### src/rtl/cu_sequencer_if.sv
`default_nettype none
// ============================================================================
// cu_sequencer_if : instruction-fetch bus and register-bank control bundle
// Rev 1.0
// ============================================================================
interface cu_sequencer_if #(
  parameter int PC_W   = 8,
  parameter int DATA_W = 8
);
  logic [PC_W-1:0]   instr_addr;
  logic              instr_req;
  logic              instr_valid;
  logic [15:0]       instr_data;
  logic [2:0]        InMuxAdd;
  logic [3:0]        RegAdd;
  logic              WE;
  logic [DATA_W-1:0] CUconst;
  logic [3:0]        OutMuxAdd;
  logic [3:0]        ALUop;

  modport master (
    output instr_addr, instr_req,
    input  instr_valid, instr_data,
    output InMuxAdd, RegAdd, WE, CUconst, OutMuxAdd, ALUop
  );

  modport slave (
    input  instr_addr, instr_req,
    output instr_valid, instr_data,
    input  InMuxAdd, RegAdd, WE, CUconst, OutMuxAdd, ALUop
  );
endinterface
`default_nettype wire

### src/rtl/cu_sequencer.sv
`default_nettype none
// ============================================================================
// cu_sequencer : fetch/decode/execute control unit driving register bank + ALU
// Rev 1.0
// ============================================================================
module cu_sequencer #(
  parameter int PC_W     = 8,
  parameter int DATA_W   = 8,
  parameter int PC_RESET = 0
) (
  input  wire            clk,
  input  wire            reset,
  input  wire            start,
  input  wire            alu_zero,
  output logic           busy,
  output logic           halted,
  output logic           illegal,
  cu_sequencer_if.master bus
);

  localparam logic [2:0] ST_IDLE   = 3'd0;
  localparam logic [2:0] ST_FETCH  = 3'd1;
  localparam logic [2:0] ST_DECODE = 3'd2;
  localparam logic [2:0] ST_EXEC   = 3'd3;
  localparam logic [2:0] ST_HALT   = 3'd4;

  localparam logic [3:0] OP_LDA    = 4'h1;
  localparam logic [3:0] OP_LDB    = 4'h2;
  localparam logic [3:0] OP_LDI    = 4'h3;
  localparam logic [3:0] OP_ALU    = 4'h4;
  localparam logic [3:0] OP_OUT    = 4'h5;
  localparam logic [3:0] OP_JMP    = 4'h6;
  localparam logic [3:0] OP_JZ     = 4'h7;
  localparam logic [3:0] OP_ILL_LO = 4'h8;
  localparam logic [3:0] OP_HALT   = 4'hF;

  localparam logic [2:0] IN_A     = 3'd0;
  localparam logic [2:0] IN_B     = 3'd1;
  localparam logic [2:0] IN_CONST = 3'd2;
  localparam logic [2:0] IN_ALU   = 3'd3;

  localparam logic [PC_W-1:0] PC_RESET_V = PC_W'(PC_RESET);

  logic [2:0]      state;
  logic [2:0]      state_nxt;
  logic [PC_W-1:0] pc;
  logic [15:0]     ir;
  logic [3:0]      out_mux;

  logic [3:0]      op;
  logic [3:0]      rd;
  logic [7:0]      imm;
  logic [3:0]      func;
  logic [PC_W-1:0] jump_target;

  logic [2:0]        in_mux;
  logic [3:0]        reg_add;
  logic              we;
  logic [DATA_W-1:0] cu_const;
  logic [3:0]        alu_op;
  logic              instr_req;

  assign op          = ir[15:12];
  assign rd          = ir[11:8];
  assign imm         = ir[7:0];
  assign func        = ir[3:0];
  assign jump_target = PC_W'(imm);

  always_ff @(posedge clk or negedge reset) begin
    if (!reset) begin
      state <= ST_IDLE;
    end else begin
      state <= state_nxt;
    end
  end

  // A jump/branch in DECODE overrides the increment taken in the preceding FETCH.
  always_ff @(posedge clk or negedge reset) begin
    if (!reset) begin
      pc      <= PC_RESET_V;
      ir      <= 16'h0000;
      out_mux <= 4'h0;
    end else begin
      case (state)
        ST_FETCH: begin
          if (bus.instr_valid) begin
            ir <= bus.instr_data;
            pc <= pc + PC_W'(1);
          end
        end
        ST_DECODE: begin
          case (op)
            OP_OUT:  out_mux <= imm[3:0];
            OP_JMP:  pc <= jump_target;
            OP_JZ:   if (alu_zero) pc <= jump_target;
            default: ;
          endcase
        end
        ST_HALT: begin
          if (start) pc <= PC_RESET_V;
        end
        default: ;
      endcase
    end
  end

  always_comb begin
    state_nxt = state;
    case (state)
      ST_IDLE:   if (start) state_nxt = ST_FETCH;
      ST_FETCH:  if (bus.instr_valid) state_nxt = ST_DECODE;
      ST_DECODE: begin
        case (op)
          OP_ALU:  state_nxt = ST_EXEC;
          OP_HALT: state_nxt = ST_HALT;
          default: state_nxt = ST_FETCH;
        endcase
      end
      ST_EXEC:   state_nxt = ST_FETCH;
      ST_HALT:   if (start) state_nxt = ST_FETCH;
      default:   state_nxt = ST_IDLE;
    endcase
  end

  // Register-bank controls are purely state+IR so they drop to zero outside DECODE/EXEC.
  always_comb begin
    in_mux    = IN_A;
    reg_add   = 4'h0;
    we        = 1'b0;
    cu_const  = '0;
    alu_op    = 4'h0;
    instr_req = 1'b0;
    busy      = 1'b0;
    halted    = 1'b0;
    illegal   = 1'b0;
    case (state)
      ST_FETCH: begin
        instr_req = 1'b1;
        busy      = 1'b1;
      end
      ST_DECODE: begin
        busy = 1'b1;
        case (op)
          OP_LDA: begin
            we      = 1'b1;
            reg_add = rd;
            in_mux  = IN_A;
          end
          OP_LDB: begin
            we      = 1'b1;
            reg_add = rd;
            in_mux  = IN_B;
          end
          OP_LDI: begin
            we       = 1'b1;
            reg_add  = rd;
            in_mux   = IN_CONST;
            cu_const = DATA_W'(imm);
          end
          OP_ALU:  alu_op = func;
          default: illegal = (op >= OP_ILL_LO) && (op != OP_HALT);
        endcase
      end
      ST_EXEC: begin
        busy    = 1'b1;
        we      = 1'b1;
        reg_add = rd;
        in_mux  = IN_ALU;
        alu_op  = func;
      end
      ST_HALT:  halted = 1'b1;
      default: ;
    endcase
  end

  assign bus.instr_addr = pc;
  assign bus.instr_req  = instr_req;
  assign bus.InMuxAdd   = in_mux;
  assign bus.RegAdd     = reg_add;
  assign bus.WE         = we;
  assign bus.CUconst    = cu_const;
  assign bus.OutMuxAdd  = out_mux;
  assign bus.ALUop      = alu_op;

endmodule
`default_nettype wire

### src/flat_wrapper.sv
// flat-port wrapper written by rule: the top's interface ports become plain ports
module cu_sequencer_flat 
#(
  parameter int PC_W     = 8,
  parameter int DATA_W   = 8,
  parameter int PC_RESET = 0
)
  (clk, reset, start, alu_zero, busy, halted, illegal, bus_instr_addr, bus_instr_req, bus_instr_valid, bus_instr_data, bus_InMuxAdd, bus_RegAdd, bus_WE, bus_CUconst, bus_OutMuxAdd, bus_ALUop);
  cu_sequencer_if #(.PC_W(PC_W), .DATA_W(DATA_W)) bus_i ();
  input  wire clk;
  input  wire reset;
  input  wire start;
  input  wire alu_zero;
  output logic busy;
  output logic halted;
  output logic illegal;
  output wire logic [$bits(bus_i.instr_addr)-1:0] bus_instr_addr;
  output wire logic [$bits(bus_i.instr_req)-1:0] bus_instr_req;
  input wire logic [$bits(bus_i.instr_valid)-1:0] bus_instr_valid;
  input wire logic [$bits(bus_i.instr_data)-1:0] bus_instr_data;
  output wire logic [$bits(bus_i.InMuxAdd)-1:0] bus_InMuxAdd;
  output wire logic [$bits(bus_i.RegAdd)-1:0] bus_RegAdd;
  output wire logic [$bits(bus_i.WE)-1:0] bus_WE;
  output wire logic [$bits(bus_i.CUconst)-1:0] bus_CUconst;
  output wire logic [$bits(bus_i.OutMuxAdd)-1:0] bus_OutMuxAdd;
  output wire logic [$bits(bus_i.ALUop)-1:0] bus_ALUop;
  assign bus_instr_addr = bus_i.instr_addr;
  assign bus_instr_req = bus_i.instr_req;
  assign bus_i.instr_valid = bus_instr_valid;
  assign bus_i.instr_data = bus_instr_data;
  assign bus_InMuxAdd = bus_i.InMuxAdd;
  assign bus_RegAdd = bus_i.RegAdd;
  assign bus_WE = bus_i.WE;
  assign bus_CUconst = bus_i.CUconst;
  assign bus_OutMuxAdd = bus_i.OutMuxAdd;
  assign bus_ALUop = bus_i.ALUop;
  cu_sequencer #(.PC_W(PC_W), .DATA_W(DATA_W), .PC_RESET(PC_RESET)) u_core (.clk(clk), .reset(reset), .start(start), .alu_zero(alu_zero), .busy(busy), .halted(halted), .illegal(illegal), .bus(bus_i));
endmodule
### config.mk
export PLATFORM = sky130hd
export DESIGN_NAME = cu_sequencer_flat
export DESIGN_NICKNAME = d
export VERILOG_FILES = /design/src/rtl/cu_sequencer_if.sv /design/src/rtl/cu_sequencer.sv /design/src/flat_wrapper.sv
export SDC_FILE = /design/constraint.sdc
export NUM_CORES = 1
export LEC_CHECK = 0
export ABC_AREA = 1
export CORE_ASPECT_RATIO = 1.5
export CORE_MARGIN = 3
export CORE_UTILIZATION = 35
export DETAILED_ROUTE_END_ITERATION = 16
export GPL_TIMING_DRIVEN = 1
export PLACE_DENSITY = 0.6
export SYNTH_ARGS = -nofsm -noshare
export SYNTH_HDL_FRONTEND = slang
export SYNTH_SLANG_ARGS = --single-unit
### constraint.sdc
create_clock -name clk -period 1.8 [get_ports clk]
set_input_delay 0.27 -clock clk [delete_from_list [all_inputs] [get_ports clk]]
set_output_delay 0.27 -clock clk [all_outputs]
set_load 0.02 [all_outputs]
==> flow_metrics.py, run 1 <==
metrics = {
    "routing": {
        "wl_per_cell_um": 11.85,
        "ant_nets": 0,
        "firstDrtPassIters": 4,
        "vias": 1677,
        "drt_wl_total_um": 4454,
        "drt-initial-drc-count": 55,
        "routed_via_density": 4.460,
        "drc_errors": 0,
    },
    "global_route": {
        "grt_usage_pct": 15.91,
        "gr-total-overflow": 0,
        "antenna_found_initial": 0,
        "grt_start_max_net_pins": 32,
        "grt_pass1_wl_um": 7369,
        "grt_pass1_vias": 1677,
    },
    "cells_and_area": {
        "multi_input_area_um2": 845.8,
        "drive_above_1_share_pct": 24.04,
        "fillCellCount": 499,
        "syn_to_final_growth_pct": 45.75,
        "final_nets": 334,
        "antenna_cells": 0,
        "regArea_um2": 775.7,
        "final_cell_area_um2": 2531,
        "layout.cells.non_filler": 376,
    },
    "critical_path": {
        "cp-endpoint": "bus_instr_req",
        "slowest_stage": "dfrtp_1",
        "path_cells": "inv_2, nand2_2, buf_4, nor2_4, dlygate4sd2_1",
        "cp-start-kind": "flop",
        "critical-path-top-delay-family": "buffers and inverters",
        "crit-reg2reg-launch": "u_core.state[0]",
        "path_class": "reg -> out",
        "max_stage_delay_ns": 0.38,
        "crit_start": "u_core.state[2]",
        "crit_cells": 5,
        "critPathArrivalTime_ns": 1.48,
        "rr_worst_depth": 10,
        "critPathCaptureType": "output pin",
        "r2r-end": "u_core.bus.instr_addr[2]",
        "critPathBufInv": 3,
        "crit_fanout": 5,
        "worstPathRequired_ns": 1.53,
        "reg2reg_slack_ns": 0.18,
    },
    "synthesis": {
        "synth_area_leaders": "dfrtp_1, nand2_1, nor2_1",
        "syn_inst": 235,
        "ys_ff_latch": 31,
        "synth.largest_area_cell": "dfrtp_1",
        "synth_cell_types": 30,
        "synth-seq-area-share_pct": 44.67,
        "synth_area_per_cell_um2": 7.390,
        "syn_nets": 257,
        "syn_area_um2": 1737,
        "synth_top_area_share_pct": 44.67,
        "yosysWarningCount": 0,
    },
    "clock_tree": {
        "clkTransAtPathRegs_ns": 0.06,
        "clk_latency_ns": 0.28,
        "tritoncts": "done",
        "clk_path_buf_depth": 2,
        "htreeDepth": 2,
        "cts_buffers": 5,
        "cts_sinks": 31,
        "holdBufCountCts": 0,
        "clockRootBuffer": "clkbuf_8",
    },
    "sta": {
        "fin_worst_skew_ns": 0.005941,
        "fmax_mhz": 572.4,
        "min_period_ns": 1.747,
        "setup_viol": 0,
        "final-hold-violation-count": 0,
        "maxSlewViolCount": 0,
        "finalCritPeriodShare_pct": 97.05,
    },
    "power": {
        "p_per_area_nw_per_um2": 1627,
        "leakagePower_nw": 1.338,
        "ir_worst_vdd_mv": 0.7692,
    },
    "place": {
        "dp_cells": 367,
        "place_area_um2": 2469,
        "gp_congestion": 0.7981,
        "port_buffers": 55,
        "place_hpwl_um": 3472,
    },
    "worst_hold_path": {
        "hold_path_class": "in -> async",
    },
    "floorplan": {
        "ios": 57,
        "start_util_pct": 37.31,
        "die_y_um": 92.27,
        "die_area_um2": 5861,
        "row_count": 30,
        "die_x_um": 63.52,
        "core_region_area_um2": 4654,
    },
    "flow_run": {
        "maxCapViolations": 0,
    },
    "run_status": {
        "status": "complete, no violations",
    },
}
-- repair_timing --
item                       CTS  global route
setup buffers                1             1
gates resized for setup     83            19
setup endpoints to repair   23            16
-- cell usage after synthesis --
library cell  count
nand3_2           3
a31oi_1           1
mux2_2            1
nand2_4           2
a21oi_1          15
nand3_1           8
nor2_1           45
buf_2             3
ha_1              1
conb_1            1
inv_2             4
o21ai_1           1
nor2_2            1
nand3_4           1
o21a_1            1
a22oi_1           1
o21ai_0          10
nor2_4            1
inv_1            29
nand4_2           1
buf_6             1
xnor2_1           1
nand2_1          60
buf_4             1
nor2_8            1
nor3_1            2
dfrtp_1          31
o21bai_1          1
nand2_2           5
o22ai_1           2
-- sequential cells by signal, summed over array words and instances (netlist names) --
signal	cells
u_core.bus.OutMuxAdd	4
u_core.bus.instr_addr	8
u_core.state	3
u_core.ir	16
-- report_power, final --
group,switching [mW],internal [mW]
clock,0.247,0.299
sequential,0.226,1.00
combinational,1.36,0.982
total,1.84,2.28
-- cell usage in the layout (no fill, tap or decap), types with 6 or more instances in the layout --
| master | netlist | final |
|---|---|---|
| nand2_1 | 60 | 59 |
| nor2_1 | 45 | 39 |
| clkdlybuf4s50_1 | 0 | 32 |
| dfrtp_1 | 31 | 31 |
| inv_1 | 29 | 28 |
| buf_4 | 1 | 25 |
| a21oi_1 | 15 | 15 |
| buf_2 | 3 | 14 |
| o21ai_0 | 10 | 10 |
| nand3_1 | 8 | 8 |
| nand2_2 | 5 | 6 |
| clkbuf_8 | 0 | 6 |
-- stage by stage --
stage          utilization (%)  total power, mW  hold WS, ns  setup slack (ns)  setup TNS, ns
6_report                 54.38            4.119       0.3843           0.05308              0
2_1_floorplan                -            2.637     -0.02559            0.3122              0
4_1_cts                  54.35            4.099       0.3980          0.001288              0
3_5_place_dp             53.04            3.586       0.4814           -0.1603         -2.146
3_3_place_gp             53.04            3.538       0.4682           -0.1400         -1.730
5_1_grt                  54.38            4.468       0.4173          -0.02374        -0.1122
-- worst min path at each step --
stage	cells past startpoint	to	slack (ns)
2_1_floorplan	0	u_core.bus.OutMuxAdd[0]	-0.03
3_3_place_gp	2	u_core.bus.OutMuxAdd[0]	0.47
3_5_place_dp	2	u_core.bus.OutMuxAdd[3]	0.48
4_1_cts	2	u_core.ir[13]	0.40
5_1_grt	2	u_core.ir[9]	0.42
6_report	2	u_core.ir[13]	0.38
-- cell type report --
cell class / instances / area share (%)
clock buffer: 6 / 3.262
clock inverter: 1 / 0.1977
inverter: 33 / 4.993
multi-input combinational: 166 / 33.42
sequential: 31 / 30.65
tap: 64 / 3.164
timing repair buffer: 75 / 24.32
-- cells by family after synthesis --
logic type,after synthesis,share of synthesized area [%]
AO/OA/AOI/OAI,32,9.871
XOR/XNOR,1,0.5044
adder cells (fa/ha/maj),1,0.7203
buffers and inverters,38,9.077
flip-flops,31,44.67
multiplexers,1,0.6484
other,1,0.2159
AND/OR/NAND/NOR,130,34.29
-- per-layer routing --
metal / vias up / GRT usage (%) / routed length, µm
li1: 874 / - / -
met1: 763 / 17.31 / 1773
met2: 32 / 29.82 / 2428
met3: 8 / 3.309 / 165
met4: 0 / 5.405 / 87
met5: - / 0 / 0
Power figures use the tool's default switching activity.
==> inputs of run 2 (changes only) <==
--- a/config.mk
+++ b/config.mk
@@ -10,8 +10,10 @@
 export CORE_MARGIN = 3
 export CORE_UTILIZATION = 35
 export DETAILED_ROUTE_END_ITERATION = 16
+export DONT_BUFFER_PORTS = 1
 export GPL_TIMING_DRIVEN = 1
-export PLACE_DENSITY = 0.6
+export MAX_ROUTING_LAYER = met4
+export PLACE_DENSITY = 0.45
 export SYNTH_ARGS = -nofsm -noshare
 export SYNTH_HDL_FRONTEND = slang
 export SYNTH_SLANG_ARGS = --single-unit
==> run 2 against run 1 <==
  * Clock skew decreased by 0.0022 ns
  * Sequential cell count unchanged
  * Fmax increased by 0.14%
  * Worst hold slack worse by 0.25 ns
  * Die area is the same
  * Critical endpoint is now bus_ALUop[2]
  * Largest power group unchanged
  * Sequential power rose by 11%
  * Critical path type unchanged
  * Register-to-register slack gained 0.07 ns
==> flow_metrics.py, run 2 (synthesized netlist as in run 1, its figures left out) <==
metrics = {
    "run_status": {
        "status": "complete, no violations",
    },
    "power": {
        "power_frac_seq_pct": 33.9,
        "ir_worst_vdd_mv": 0.8489,
        "p_sw_share_pct": 46.18,
        "p_sw_mw": 1.849,
        "pwr-share-comb_pct": 48.3,
        "p_per_area_nw_per_um2": 1797,
        "pwr-share-clk_pct": 17.7,
        "p_int_mw": 2.155,
        "leakagePower_nw": 1.166,
    },
    "clock_tree": {
        "tritoncts": "done",
        "htreeDepth": 2,
        "clkTransAtPathRegs_ns": 0.06,
        "clk_latency_ns": 0.28,
        "clk_path_buf_depth": 2,
        "cts_buffers": 5,
        "clockRootBuffer": "clkbuf_8",
        "cts_sinks": 31,
    },
    "critical_path": {
        "rr_worst_depth": 9,
        "path_cells": "inv_1, nor2_2, nand2_1, nor2_2, nor2_2, nor2_1, buf_4",
        "critical-path-top-delay-family": "simple AND/OR/NAND/NOR gates",
        "crit_cells": 7,
        "slowest_stage": "dfrtp_1",
        "critPathArrivalTime_ns": 1.47,
        "path_class": "reg -> out",
        "path_common_cell": "nor2_2",
        "cp-start-kind": "flop",
        "crit_fanout": 4,
        "critPathBufInv": 2,
        "max_stage_delay_ns": 0.39,
        "worstPathRequired_ns": 1.53,
        "critPathCaptureType": "output pin",
    },
    "cells_and_area": {
        "antenna_cells": 0,
        "drive_above_1_share_pct": 25.00,
        "regMostFlops": "u_core.ir",
        "most-common-layout-cells": "nand2_1, nor2_1, inv_1, dfrtp_1, buf_4",
        "final_common_cell": "nand2_1",
        "largest_reg_flops": 16,
        "final_nets": 289,
        "syn_to_final_growth_pct": 28.31,
        "final_cell_area_um2": 2228,
        "fillCellCount": 496,
    },
    "place": {
        "gp_congestion": 0.8393,
        "place_area_um2": 1968,
        "place_hpwl_um": 3349,
        "port_buffers": 0,
    },
    "routing": {
        "drc_errors": 0,
        "routed_via_density": 4.681,
        "drt_wl_total_um": 4445,
        "ant_nets": 0,
        "drt-initial-drc-count": 83,
        "firstDrtPassIters": 4,
        "wl_per_cell_um": 13.39,
        "vias": 1554,
    },
    "sta": {
        "fmax_mhz": 573.2,
        "grt_setup_unrepaired": "yes",
        "min_period_ns": 1.744,
        "fin_worst_skew_ns": 0.003754,
        "setup_viol": 0,
        "holdWs_ns": 0.1370,
        "maxSlewViolCount": 0,
        "finalCritPeriodShare_pct": 96.92,
        "final-hold-violation-count": 0,
    },
    "global_route": {
        "antenna_found_initial": 0,
        "grt_usage_pct": 16.16,
        "grt_pass1_wl_um": 7203,
        "grt_pass1_vias": 1509,
        "grt_start_max_net_pins": 32,
        "gr-total-overflow": 0,
    },
    "floorplan": {
        "ios": 57,
        "die_x_um": 63.52,
        "die_area_um2": 5861,
        "row_count": 30,
        "die_y_um": 92.27,
        "start_util_pct": 37.31,
        "core_region_area_um2": 4654,
    },
    "worst_hold_path": {
        "hold_path_class": "in -> reg",
        "whs_path_depth": 1,
    },
    "flow_run": {
        "maxCapViolations": 0,
    },
}
[run 2: what timing repair did]
action	4_1_cts	5_1_grt
gates cloned	0	1
endpoints found under the hold margin	31	0
buffers inserted	1	3
endpoints found under the setup margin	18	18
resized for setup	6	13
pin swaps	0	1
hold buffers	2	0
[run 2: worst paths after layout]
path / from / to / slack, ns
worst max-delay path: u_core.ir[14] / bus_ALUop[2] / 0.06
max in group asynchronous: reset / u_core.state[1] / 1.19
worst min register to register: u_core.ir[9] / u_core.ir[9] / 0.51
min in group asynchronous: reset / u_core.bus.instr_addr[5] / 0.43
worst max register to register: u_core.state[0] / u_core.bus.instr_addr[6] / 0.25
worst min-delay path: bus_instr_data[13] / u_core.ir[13] / 0.14
[run 2: final cells by class]
| type | count | area, µm² | area share [%] |
|---|---|---|---|
| timing repair buffer | 29 | 245.2 | 11.01 |
| tap | 64 | 80.08 | 3.593 |
| sequential | 31 | 778.2 | 34.92 |
| clock inverter | 2 | 35.03 | 1.572 |
| multi-input combinational | 167 | 878.3 | 39.42 |
| clock buffer | 6 | 82.58 | 3.706 |
| inverter | 33 | 128.9 | 5.783 |
[run 2: per-stage QoR]
stage,total power [mW],setup slack (ns),setup TNS [ns],std cells,utilization (%)
3_3_place_gp,3.097,0.2109,0,317,42.28
2_1_floorplan,2.637,0.3122,0,235,-
4_1_cts,3.917,-0.001256,-0.001256,328,46.08
3_5_place_dp,3.130,0.1749,0,317,42.28
6_report,4.004,0.05551,0,332,47.88
5_1_grt,4.338,-0.02755,-0.05749,332,47.88
[run 2: layer usage]
layer  track usage [%]  wire length [µm]  vias to the layer above
li1                  -                 -                      794
met5                 -                 0                        -
met2             28.25              2407                       43
met1             18.06              1767                      711
met4             5.946                72                        0
met3             3.064               199                        6
[run 2: power by group through the flow]
stage | combinational (mW) | clock [mW] | sequential, mW
2_1_floorplan | 1.31 | 0 | 1.33
6_report | 1.93 | 0.710 | 1.36
3_3_place_gp | 1.75 | 0 | 1.34
5_1_grt | 2.18 | 0.755 | 1.40
3_5_place_dp | 1.77 | 0 | 1.36
4_1_cts | 1.84 | 0.729 | 1.34
